$ cat src/rtl/ptp_pkg.sv
// Shared constants for the peer-delay responder: FSM state encodings, PTP message types
// and default field widths.
package ptp_pkg;

    localparam int TIMESTAMP_W        = 80;
    localparam int SEQID_W            = 16;
    localparam int PORTID_W           = 80;
    localparam int TS_TIMEOUT_DEFAULT = 2500;

    localparam logic [3:0] MSG_PDELAY_RESP    = 4'h3;
    localparam logic [3:0] MSG_PDELAY_RESP_FU = 4'hA;

    typedef enum logic [2:0] {
        ST_IDLE      = 3'd0,
        ST_SEND_RESP = 3'd1,
        ST_WAIT_TS   = 3'd2,
        ST_SEND_FU   = 3'd3,
        ST_DONE      = 3'd4
    } pdelay_state_e;

endpackage

$ cat src/rtl/ptp_pdelay_req_slot.sv
// One-entry holding slot for a Pdelay_Req that arrives while an exchange is running.
// Only built when PTP_PDELAY_RESP_PENDING_EN is defined; a newer push replaces the stored entry.
`ifdef PTP_PDELAY_RESP_PENDING_EN
module ptp_pdelay_req_slot
    import ptp_pkg::*;
#(
    parameter int TIMESTAMP_WIDTH = TIMESTAMP_W,
    parameter int SEQID_WIDTH     = SEQID_W,
    parameter int PORTID_WIDTH    = PORTID_W
) (
    input  logic                       clk,
    input  logic                       rst_n,
    input  logic                       push,
    input  logic                       push_twostep,
    input  logic [SEQID_WIDTH-1:0]     push_seqid,
    input  logic [PORTID_WIDTH-1:0]    push_portid,
    input  logic [TIMESTAMP_WIDTH-1:0] push_ts,
    input  logic                       pop,
    output logic                       slot_valid,
    output logic                       slot_twostep,
    output logic [SEQID_WIDTH-1:0]     slot_seqid,
    output logic [PORTID_WIDTH-1:0]    slot_portid,
    output logic [TIMESTAMP_WIDTH-1:0] slot_ts
);

    // Push beats pop so a request landing in the consume cycle is kept.
    always_ff @(posedge clk or negedge rst_n) begin
        if (!rst_n) begin
            slot_valid   <= 1'b0;
            slot_twostep <= 1'b0;
            slot_seqid   <= '0;
            slot_portid  <= '0;
            slot_ts      <= '0;
        end else if (push) begin
            slot_valid   <= 1'b1;
            slot_twostep <= push_twostep;
            slot_seqid   <= push_seqid;
            slot_portid  <= push_portid;
            slot_ts      <= push_ts;
        end else if (pop) begin
            slot_valid   <= 1'b0;
        end
    end

endmodule
`endif

$ cat src/rtl/ptp_pdelay_responder.sv
// 802.1AS peer-delay responder: answers a parsed Pdelay_Req with Pdelay_Resp and, in two-step
// mode, Pdelay_Resp_Follow_Up carrying t3. Optional pending slot: PTP_PDELAY_RESP_PENDING_EN.
module ptp_pdelay_responder
    import ptp_pkg::*;
#(
    parameter int TIMESTAMP_WIDTH = TIMESTAMP_W,
    parameter int SEQID_WIDTH     = SEQID_W,
    parameter int PORTID_WIDTH    = PORTID_W,
    parameter int TS_TIMEOUT_CYC  = TS_TIMEOUT_DEFAULT
) (
    input  logic                       i_clk,
    input  logic                       i_rst,
    input  logic                       i_twostep,
    input  logic                       i_req_valid,
    input  logic [SEQID_WIDTH-1:0]     i_req_seqid,
    input  logic [PORTID_WIDTH-1:0]    i_req_portid,
    input  logic [TIMESTAMP_WIDTH-1:0] i_req_rx_ts,
    output logic                       o_tx_valid,
    input  logic                       i_tx_ready,
    output logic [3:0]                 o_tx_msg_type,
    output logic [SEQID_WIDTH-1:0]     o_tx_seqid,
    output logic [PORTID_WIDTH-1:0]    o_tx_portid,
    output logic [TIMESTAMP_WIDTH-1:0] o_tx_ts,
    input  logic                       i_tx_ts_valid,
    input  logic [TIMESTAMP_WIDTH-1:0] i_tx_ts,
    output logic                       o_resp_start,
    output logic                       o_resp_send_end,
    output logic                       o_respfw_send_end,
    output logic                       o_resp_end,
    output logic                       o_ts_timeout,
    output logic                       o_busy,
    output logic [7:0]                 o_state,
    output logic [15:0]                o_drop_cnt
);

    // TX handshake: o_tx_valid rises with a complete payload, which stays frozen until the
    // cycle o_tx_valid && i_tx_ready is seen; the message is then consumed and valid drops.

    localparam int TIMER_W = $clog2(TS_TIMEOUT_CYC + 1);
    localparam logic [TIMER_W-1:0] TIMEOUT_LAST = TIMER_W'(TS_TIMEOUT_CYC - 1);

    pdelay_state_e              state;
    logic [TIMER_W-1:0]         timer;
    logic                       twostep_q;

    logic                       start_req;
    logic                       start_twostep;
    logic [SEQID_WIDTH-1:0]     start_seqid;
    logic [PORTID_WIDTH-1:0]    start_portid;
    logic [TIMESTAMP_WIDTH-1:0] start_ts;
    logic                       drop_event;

    assign o_state = {5'd0, state};

`ifdef PTP_PDELAY_RESP_PENDING_EN
    logic                       slot_push;
    logic                       slot_pop;
    logic                       slot_valid;
    logic                       slot_twostep;
    logic [SEQID_WIDTH-1:0]     slot_seqid;
    logic [PORTID_WIDTH-1:0]    slot_portid;
    logic [TIMESTAMP_WIDTH-1:0] slot_ts;

    // In DONE with an empty slot the new request launches directly instead of parking.
    assign slot_push  = i_req_valid && (state != ST_IDLE) && !(state == ST_DONE && !slot_valid);
    assign slot_pop   = (state == ST_DONE) && slot_valid;
    assign drop_event = slot_push && slot_valid && !slot_pop;

    ptp_pdelay_req_slot #(
        .TIMESTAMP_WIDTH (TIMESTAMP_WIDTH),
        .SEQID_WIDTH     (SEQID_WIDTH),
        .PORTID_WIDTH    (PORTID_WIDTH)
    ) u_req_slot (
        .clk          (i_clk),
        .rst_n        (i_rst),
        .push         (slot_push),
        .push_twostep (i_twostep),
        .push_seqid   (i_req_seqid),
        .push_portid  (i_req_portid),
        .push_ts      (i_req_rx_ts),
        .pop          (slot_pop),
        .slot_valid   (slot_valid),
        .slot_twostep (slot_twostep),
        .slot_seqid   (slot_seqid),
        .slot_portid  (slot_portid),
        .slot_ts      (slot_ts)
    );
`else
    assign drop_event = i_req_valid && (state != ST_IDLE);
`endif

    always_comb begin
        start_req     = 1'b0;
        start_twostep = i_twostep;
        start_seqid   = i_req_seqid;
        start_portid  = i_req_portid;
        start_ts      = i_req_rx_ts;
        if (state == ST_IDLE && i_req_valid) begin
            start_req = 1'b1;
        end
`ifdef PTP_PDELAY_RESP_PENDING_EN
        if (state == ST_DONE) begin
            if (slot_valid) begin
                start_req     = 1'b1;
                start_twostep = slot_twostep;
                start_seqid   = slot_seqid;
                start_portid  = slot_portid;
                start_ts      = slot_ts;
            end else if (i_req_valid) begin
                start_req = 1'b1;
            end
        end
`endif
    end

    always_ff @(posedge i_clk or negedge i_rst) begin
        if (!i_rst) begin
            state             <= ST_IDLE;
            timer             <= '0;
            twostep_q         <= 1'b0;
            o_tx_valid        <= 1'b0;
            o_tx_msg_type     <= 4'h0;
            o_tx_seqid        <= '0;
            o_tx_portid       <= '0;
            o_tx_ts           <= '0;
            o_resp_start      <= 1'b0;
            o_resp_send_end   <= 1'b0;
            o_respfw_send_end <= 1'b0;
            o_resp_end        <= 1'b0;
            o_ts_timeout      <= 1'b0;
            o_busy            <= 1'b0;
        end else begin
            o_resp_start      <= 1'b0;
            o_resp_send_end   <= 1'b0;
            o_respfw_send_end <= 1'b0;
            o_resp_end        <= 1'b0;
            o_ts_timeout      <= 1'b0;
            case (state)
                ST_IDLE: ;
                ST_SEND_RESP: begin
                    if (i_tx_ready) begin
                        o_tx_valid      <= 1'b0;
                        o_resp_send_end <= 1'b1;
                        timer           <= '0;
                        state           <= twostep_q ? ST_WAIT_TS : ST_DONE;
                    end
                end
                ST_WAIT_TS: begin
                    // A timestamp arriving on the last timeout cycle still wins.
                    if (i_tx_ts_valid) begin
                        o_tx_ts       <= i_tx_ts;
                        o_tx_msg_type <= MSG_PDELAY_RESP_FU;
                        o_tx_valid    <= 1'b1;
                        state         <= ST_SEND_FU;
                    end else if (timer == TIMEOUT_LAST) begin
                        o_ts_timeout <= 1'b1;
                        state        <= ST_DONE;
                    end else begin
                        timer <= timer + 1'b1;
                    end
                end
                ST_SEND_FU: begin
                    if (i_tx_ready) begin
                        o_tx_valid        <= 1'b0;
                        o_respfw_send_end <= 1'b1;
                        state             <= ST_DONE;
                    end
                end
                ST_DONE: begin
                    o_resp_end <= 1'b1;
                    o_busy     <= 1'b0;
                    state      <= ST_IDLE;
                end
                default: begin
                    o_tx_valid <= 1'b0;
                    o_busy     <= 1'b0;
                    state      <= ST_IDLE;
                end
            endcase
            // One-step Resp carries zero; the MAC inserts the turnaround correction.
            if (start_req) begin
                state         <= ST_SEND_RESP;
                o_busy        <= 1'b1;
                o_resp_start  <= 1'b1;
                o_tx_valid    <= 1'b1;
                o_tx_msg_type <= MSG_PDELAY_RESP;
                o_tx_seqid    <= start_seqid;
                o_tx_portid   <= start_portid;
                o_tx_ts       <= start_twostep ? start_ts : '0;
                twostep_q     <= start_twostep;
            end
        end
    end

    always_ff @(posedge i_clk or negedge i_rst) begin
        if (!i_rst) begin
            o_drop_cnt <= 16'd0;
        end else if (drop_event && o_drop_cnt != 16'hFFFF) begin
            o_drop_cnt <= o_drop_cnt + 16'd1;
        end
    end

endmodule

$ cat config.mk
export PLATFORM = sky130hd
export DESIGN_NAME = ptp_pdelay_responder
export DESIGN_NICKNAME = d
export VERILOG_FILES = /design/src/rtl/ptp_pkg.sv /design/src/rtl/ptp_pdelay_req_slot.sv /design/src/rtl/ptp_pdelay_responder.sv
export SDC_FILE = /design/constraint.sdc
export NUM_CORES = 1
export LEC_CHECK = 0
export CAP_MARGIN = 10
export CORE_AREA = 2 2 185 187
export CTS_CLUSTER_SIZE = 24
export DETAILED_ROUTE_END_ITERATION = 6
export DIE_AREA = 0 0 187 189
export HOLD_SLACK_MARGIN = 0.12
export SYNTH_ARGS = -nofsm -noshare
export SYNTH_HDL_FRONTEND = slang
export SYNTH_HIERARCHICAL = 1
export SYNTH_SLANG_ARGS = --single-unit
$ cat constraint.sdc
create_clock -name i_clk -period 2.5 [get_ports i_clk]
set_input_delay 0.75 -clock i_clk [delete_from_list [all_inputs] [get_ports i_clk]]
set_output_delay 0.75 -clock i_clk [all_outputs]
set_load 0.05 [all_outputs]
**Yosys cells after proc, flatten, opt, wreduce, memory -nomap -nowiden**

Index checks and enable logic that the tools add are counted.
Widths: inputs -> output; s select.

- Reductions and logical operators: 15
- Div/mod/pow operators: 0
- Order comparisons: 0
- Multiplexer cells: 33
- Shift operators: 0
- Equality and inequality tests: 17
- $mul: 0
- Bitwise gates (word level): 0
- Add/subtract/negate cells: 2

Operators by type and width:

| cell | number |
|---|---|
| $mux 80 | 4 |
| $mux 12 | 3 |
| $pmux 12 s2 | 1 |
| $mux 3 | 6 |
| $add 16x1->16 const B | 1 |
| $ne 16x16->1 const B | 1 |
| $mux 1 | 14 |
| $add 12x1->12 const B | 1 |
| $eq 12x12->1 const B | 1 |
| $mux 4 | 3 |
| $pmux 3 s4 | 1 |
| $ne 3x3->1 const B | 3 |
| $ne 2x2->1 const B | 4 |
| $reduce_and 4->1 | 2 |
| $eq 3x2->1 const B | 2 |
| $reduce_bool 2->1 | 3 |
| $ne 2x1->1 const B | 2 |
| $ne 4x4->1 const B | 1 |
| $reduce_or 2->1 | 2 |
| $reduce_or 4->1 | 1 |
| $eq 3x1->1 const B | 1 |
| $eq 3x3->1 const B | 1 |
| $logic_and 1x1->1 | 3 |
| $logic_not 3->1 | 1 |
| 5 further kinds | 5 |

- Memories: 0
- Input port bits: 262
- Memory bits (read-only): 0
- Output and inout port bits: 211
- Memory bits (writable): 0
- Flip-flop bits (word level): 219
- Word-level logic and storage cells: 82
- Bits in latches: 0

**Depth between registers and ports, before layout**

- Depth in word-level cells: 5
- Mapped depth: 8
- Mapped depth without buffers: 5

**Least setup slack after synthesis**

OpenSTA, ideal clock, no wires.

- Path kind: reg2reg
- Start: register state[1]
- End: register timer[11]
- Period minus slack after synthesis: 2.150 ns
- Library setup time: 0.126 ns
- Setup slack: 0.350 ns
- Stages on the path, launching flop included: 6
- Data arrival time: 2.024 ns
- Required time: 2.374 ns
- Buffers on the path: 1
- Cells stage by stage: dfrtp_1 buf_4 nor3b_1 o21ai_2 or2_1 a221o_1

- Word-level cells in the longest chain between the ends: 3
- Elaborated cells on any way between the ends: 8
- Classes of those cells: 5 x eq/ne; 1 x mux; 2 x reduce/logical

Ends and longest elaborated chain:

| item | line | text |
|---|---|---|
| from (decl) | ptp_pdelay_responder.sv:42 | `pdelay_state_e state;` |
| from (signal assigned) | ptp_pdelay_responder.sv:145 | `state <= twostep_q ? ST_WAIT_TS : ST_DONE;` |
| $eq 3x2->1 / $eq 3x1->1 (equally long branches) | ptp_pdelay_responder.sv:138 | `case (state)` |
| $ne 2x2->1 (no source line) / $reduce_bool 2->1 (equally long branches) | -- |  |
| $reduce_and 4->1 (no source line) | -- |  |
| to (signal assigned) | ptp_pdelay_responder.sv:159 | `timer <= timer + 1'b1;` |
| to (decl) | ptp_pdelay_responder.sv:43 | `logic [TIMER_W-1:0] timer;` |

Parallel ways exist; a longest one is shown, timed or not.
A chain may end at the register's enable or synchronous reset.

**Worst setup path after layout**

- Start: register o_tx_ts[25]
- End: output o_tx_ts[25]

RTL lines:

| item | line | text |
|---|---|---|
| from (decl) | ptp_pdelay_responder.sv:23 | `output logic [TIMESTAMP_WIDTH-1:0] o_tx_ts,` |
| from (signal assigned) | ptp_pdelay_responder.sv:151 | `o_tx_ts <= i_tx_ts;` |
| from (signal assigned) | ptp_pdelay_responder.sv:189 | `o_tx_ts <= start_twostep ? start_ts : '0;` |

No word-level cell between the ends.

==> metrics.yaml <==
p_leak_nw: 7.77
grt_pass1_vias: 9321
initialDrtViolationCount: 518
coreArea_um2: 33300
finClkSkew_ps: 17.3
first_pass_iters: 5
rsz0062_at_grt: "no"
synth_seq_cells: 218
yosys_warnings: 6
power_frac_seq_pct: 27.1
synth_area_leaders: "dfrtp_1, nand2_1, a31oi_1"
clkTransAtPathRegs_ps: 60
placed_cells: 1954
relSlewSlack_pct: 51.2
io_buffer_count: 466
min_period_over_period_pct: 98.4
cts_root_buffer: "clkbuf_16"
final_layout_size_suffix_gt1_share_pct: 7.66
critPathMaxStageDelay_ps: 810
whs_ps: 170
yosysSeqAreaShare_pct: 57.7
synthFlopType: "dfrtp_1"
worst_slew_pin_slew_ps: 725
post-dp-hpwl_um: 25500
p_comb_share_pct: 56.0
die-area_um2: 35300
synth-edff-count: 0
drtAntennaViolNets: 0
postLayoutCoreUtil_pct: 47.0
hold_path.class: "in2async"
netlist_instances: 1067
finalSetupViolCount: 0
ys_async_sr_fraction_pct: 100
crit_family: "buffers and inverters"
crit_path_top_delay_cell: "clkdlybuf4s50_1"
avgRoutedWirePerCell_um: 17.8
cp_cell_sequence: "clkdlybuf4s50_1"
grt_pass1_wl_um: 55300
vias_per_cell: 4.66
worstPathMaxFanout: 2
stdcell_count: 2004
hold_viol: 0
critPathCaptureType: "output pin"
nets: 1799
cts_buffers: 27
globalplace.congestion: 0.830
layout_min_cycle_time_ps: 2460
fillers: 3224
crit_buf_inv: 1
critPathArrivalTime_ps: 1710
finalWirelength_um: 35700
initial_core_util_pct: 28.4
row_count: 67
worstSkewPairLatency_ps: 540
grt_usage_pct: 19.6
postSynthAreaPerCell_um2: 8.85
power_mw: 22.3
internal_power_mw: 11.2
synth_top_area_cell: "dfrtp_1"
p_switching_mw: 11.1
peakVddDrop_uv: 894
final_common_cell: "nand2_1"
final_cell_mix: "nand2_1, clkdlybuf4s50_1, dfrtp_1"
synth.top_cell.area_share_pct: 57.7
die_y_um: 189
grt_max_degree: 91
worstSetupPathType: "reg2out"
p_per_area_nw_per_um2: 1430
slew_viol_final: 0
clockBufferDepth: 3
num_io_pins: 473
ctsHoldBuffers: 0
drc: 0
cts.sinks: 218
cts_setup_buffers: 0
start_kind: "flop"
tns_ps: 0
vias: 9345
drv_cap: 0
antenna_found_initial: 2
die_w_um: 187
gr-total-overflow: 0
area_delta_synth_final_pct: 65.6
status: "completed"
netlist_area_um2: 9450
required_ps: 1750
netSwitchingFraction_pct: 49.8
fmaxAchievable_mhz: 406
clkPwrFrac_pct: 17.0
synth.distinct_cells: 50
htree_num_levels: 1
cts_tree: "yes"
synthesized netlist by cell type, drive strengths merged (3+ instances only):
cell,number
nand2,470
dfrtp,218
a21oi,92
a31oi,90
clkbuf,48
buf,34
nor2,12
o21ai,10
nand4,9
xor2,9
and3,7
nor3,7
nand3,6
nor4,6
o31ai,6
nand2b,4
nor3b,4
inv,3
nor4b,3
metrics by stage:
step           setup slack [ps]  area [µm²]
2_1_floorplan               350        9470
3_3_place_gp              -38.1       14800
3_5_place_dp              -83.5       14800
4_1_cts                   0.385       15500
5_1_grt                 0.00211       15600
6_report                   39.4       15600
state kept, by name, indices dropped and copies added (netlist names):
signal / count
o_busy: 1
o_drop_cnt: 16
o_resp_end: 1
o_resp_send_end: 1
o_resp_start: 1
o_respfw_send_end: 1
o_ts_timeout: 1
o_tx_msg_type: 3
o_tx_portid: 80
o_tx_seqid: 16
o_tx_ts: 80
o_tx_valid: 1
state: 3
timer: 12
twostep_q: 1
worst reg2reg max path, delay by kind of cell, from the launching register on:
kind | cells | cell delay (ps)
simple gates | 2 | 930
buf+inv | 2 | 420
compound gates | 1 | 110
flops | 1 | 430
worst paths after layout:
path	startpoint	end	slack, ps	cells after the start
worst max-delay path	o_tx_ts[25]	o_tx_ts[25]	40	1
worst min-delay path	i_rst	o_tx_seqid[7]	170	1
worst max register to register	state[0]	o_tx_ts[53]	450	5
worst min register to register	o_tx_portid[57]	o_tx_portid[57]	470	2
max in group asynchronous	i_rst	o_tx_ts[19]	1560	2
min in group i_clk	o_tx_portid[57]	o_tx_portid[57]	470	2
power groups by stage:
stage / sequential [mW] / clock (mW) / combinational [mW]
global placement: 6.09 / 0 / 12.9
finish: 6.04 / 3.78 / 12.5
detailed placement: 6.07 / 0 / 13.1
CTS: 6.06 / 3.92 / 12.7
floorplan: 11.3 / 0 / 2.92
global route: 6.24 / 4.03 / 13.2
logic make-up (layout without fill, tap and decap cells):
kind of cell | count (synthesis) | after routing | share of synthesized area (%)
compound gates | 208 | 208 | 13.0
xor+xnor | 9 | 9 | 0.834
fa+ha+maj | 2 | 2 | 0.265
buf+inv | 85 | 567 | 4.36
flops | 218 | 218 | 57.7
mux | 2 | 2 | 0.238
other cells | 1 | 8 | 0.0397
simple gates | 542 | 542 | 23.5
routing by layer:
metal	vias to the layer above	routed length, µm	global-route usage, %
li1	4493	-	-
met3	55	3100	6.49
met2	376	16800	32.2
met5	-	0	0
met1	4421	14700	24.5
met4	0	1170	6.01
timing repair:
item | 4_1_cts | 5_1_grt
resized for setup | 84 | 44
pin swaps | 0 | 0
endpoints found under the setup margin | 84 | 44
cell type report:
class / instances / area (µm²) / share of cell area (%)
clock buffers: 44 / 800 / 5.11
inverters: 3 / 11.3 / 0.0720
diodes: 2 / 5.00 / 0.0320
clock inverters: 4 / 51.3 / 0.328
well taps: 448 / 561 / 3.58
multi-input cells: 769 / 3610 / 23.1
flip-flops and latches: 218 / 5460 / 34.9
repair buffers: 516 / 5160 / 33.0
Note: power is estimated with default switching activity, not from simulation.
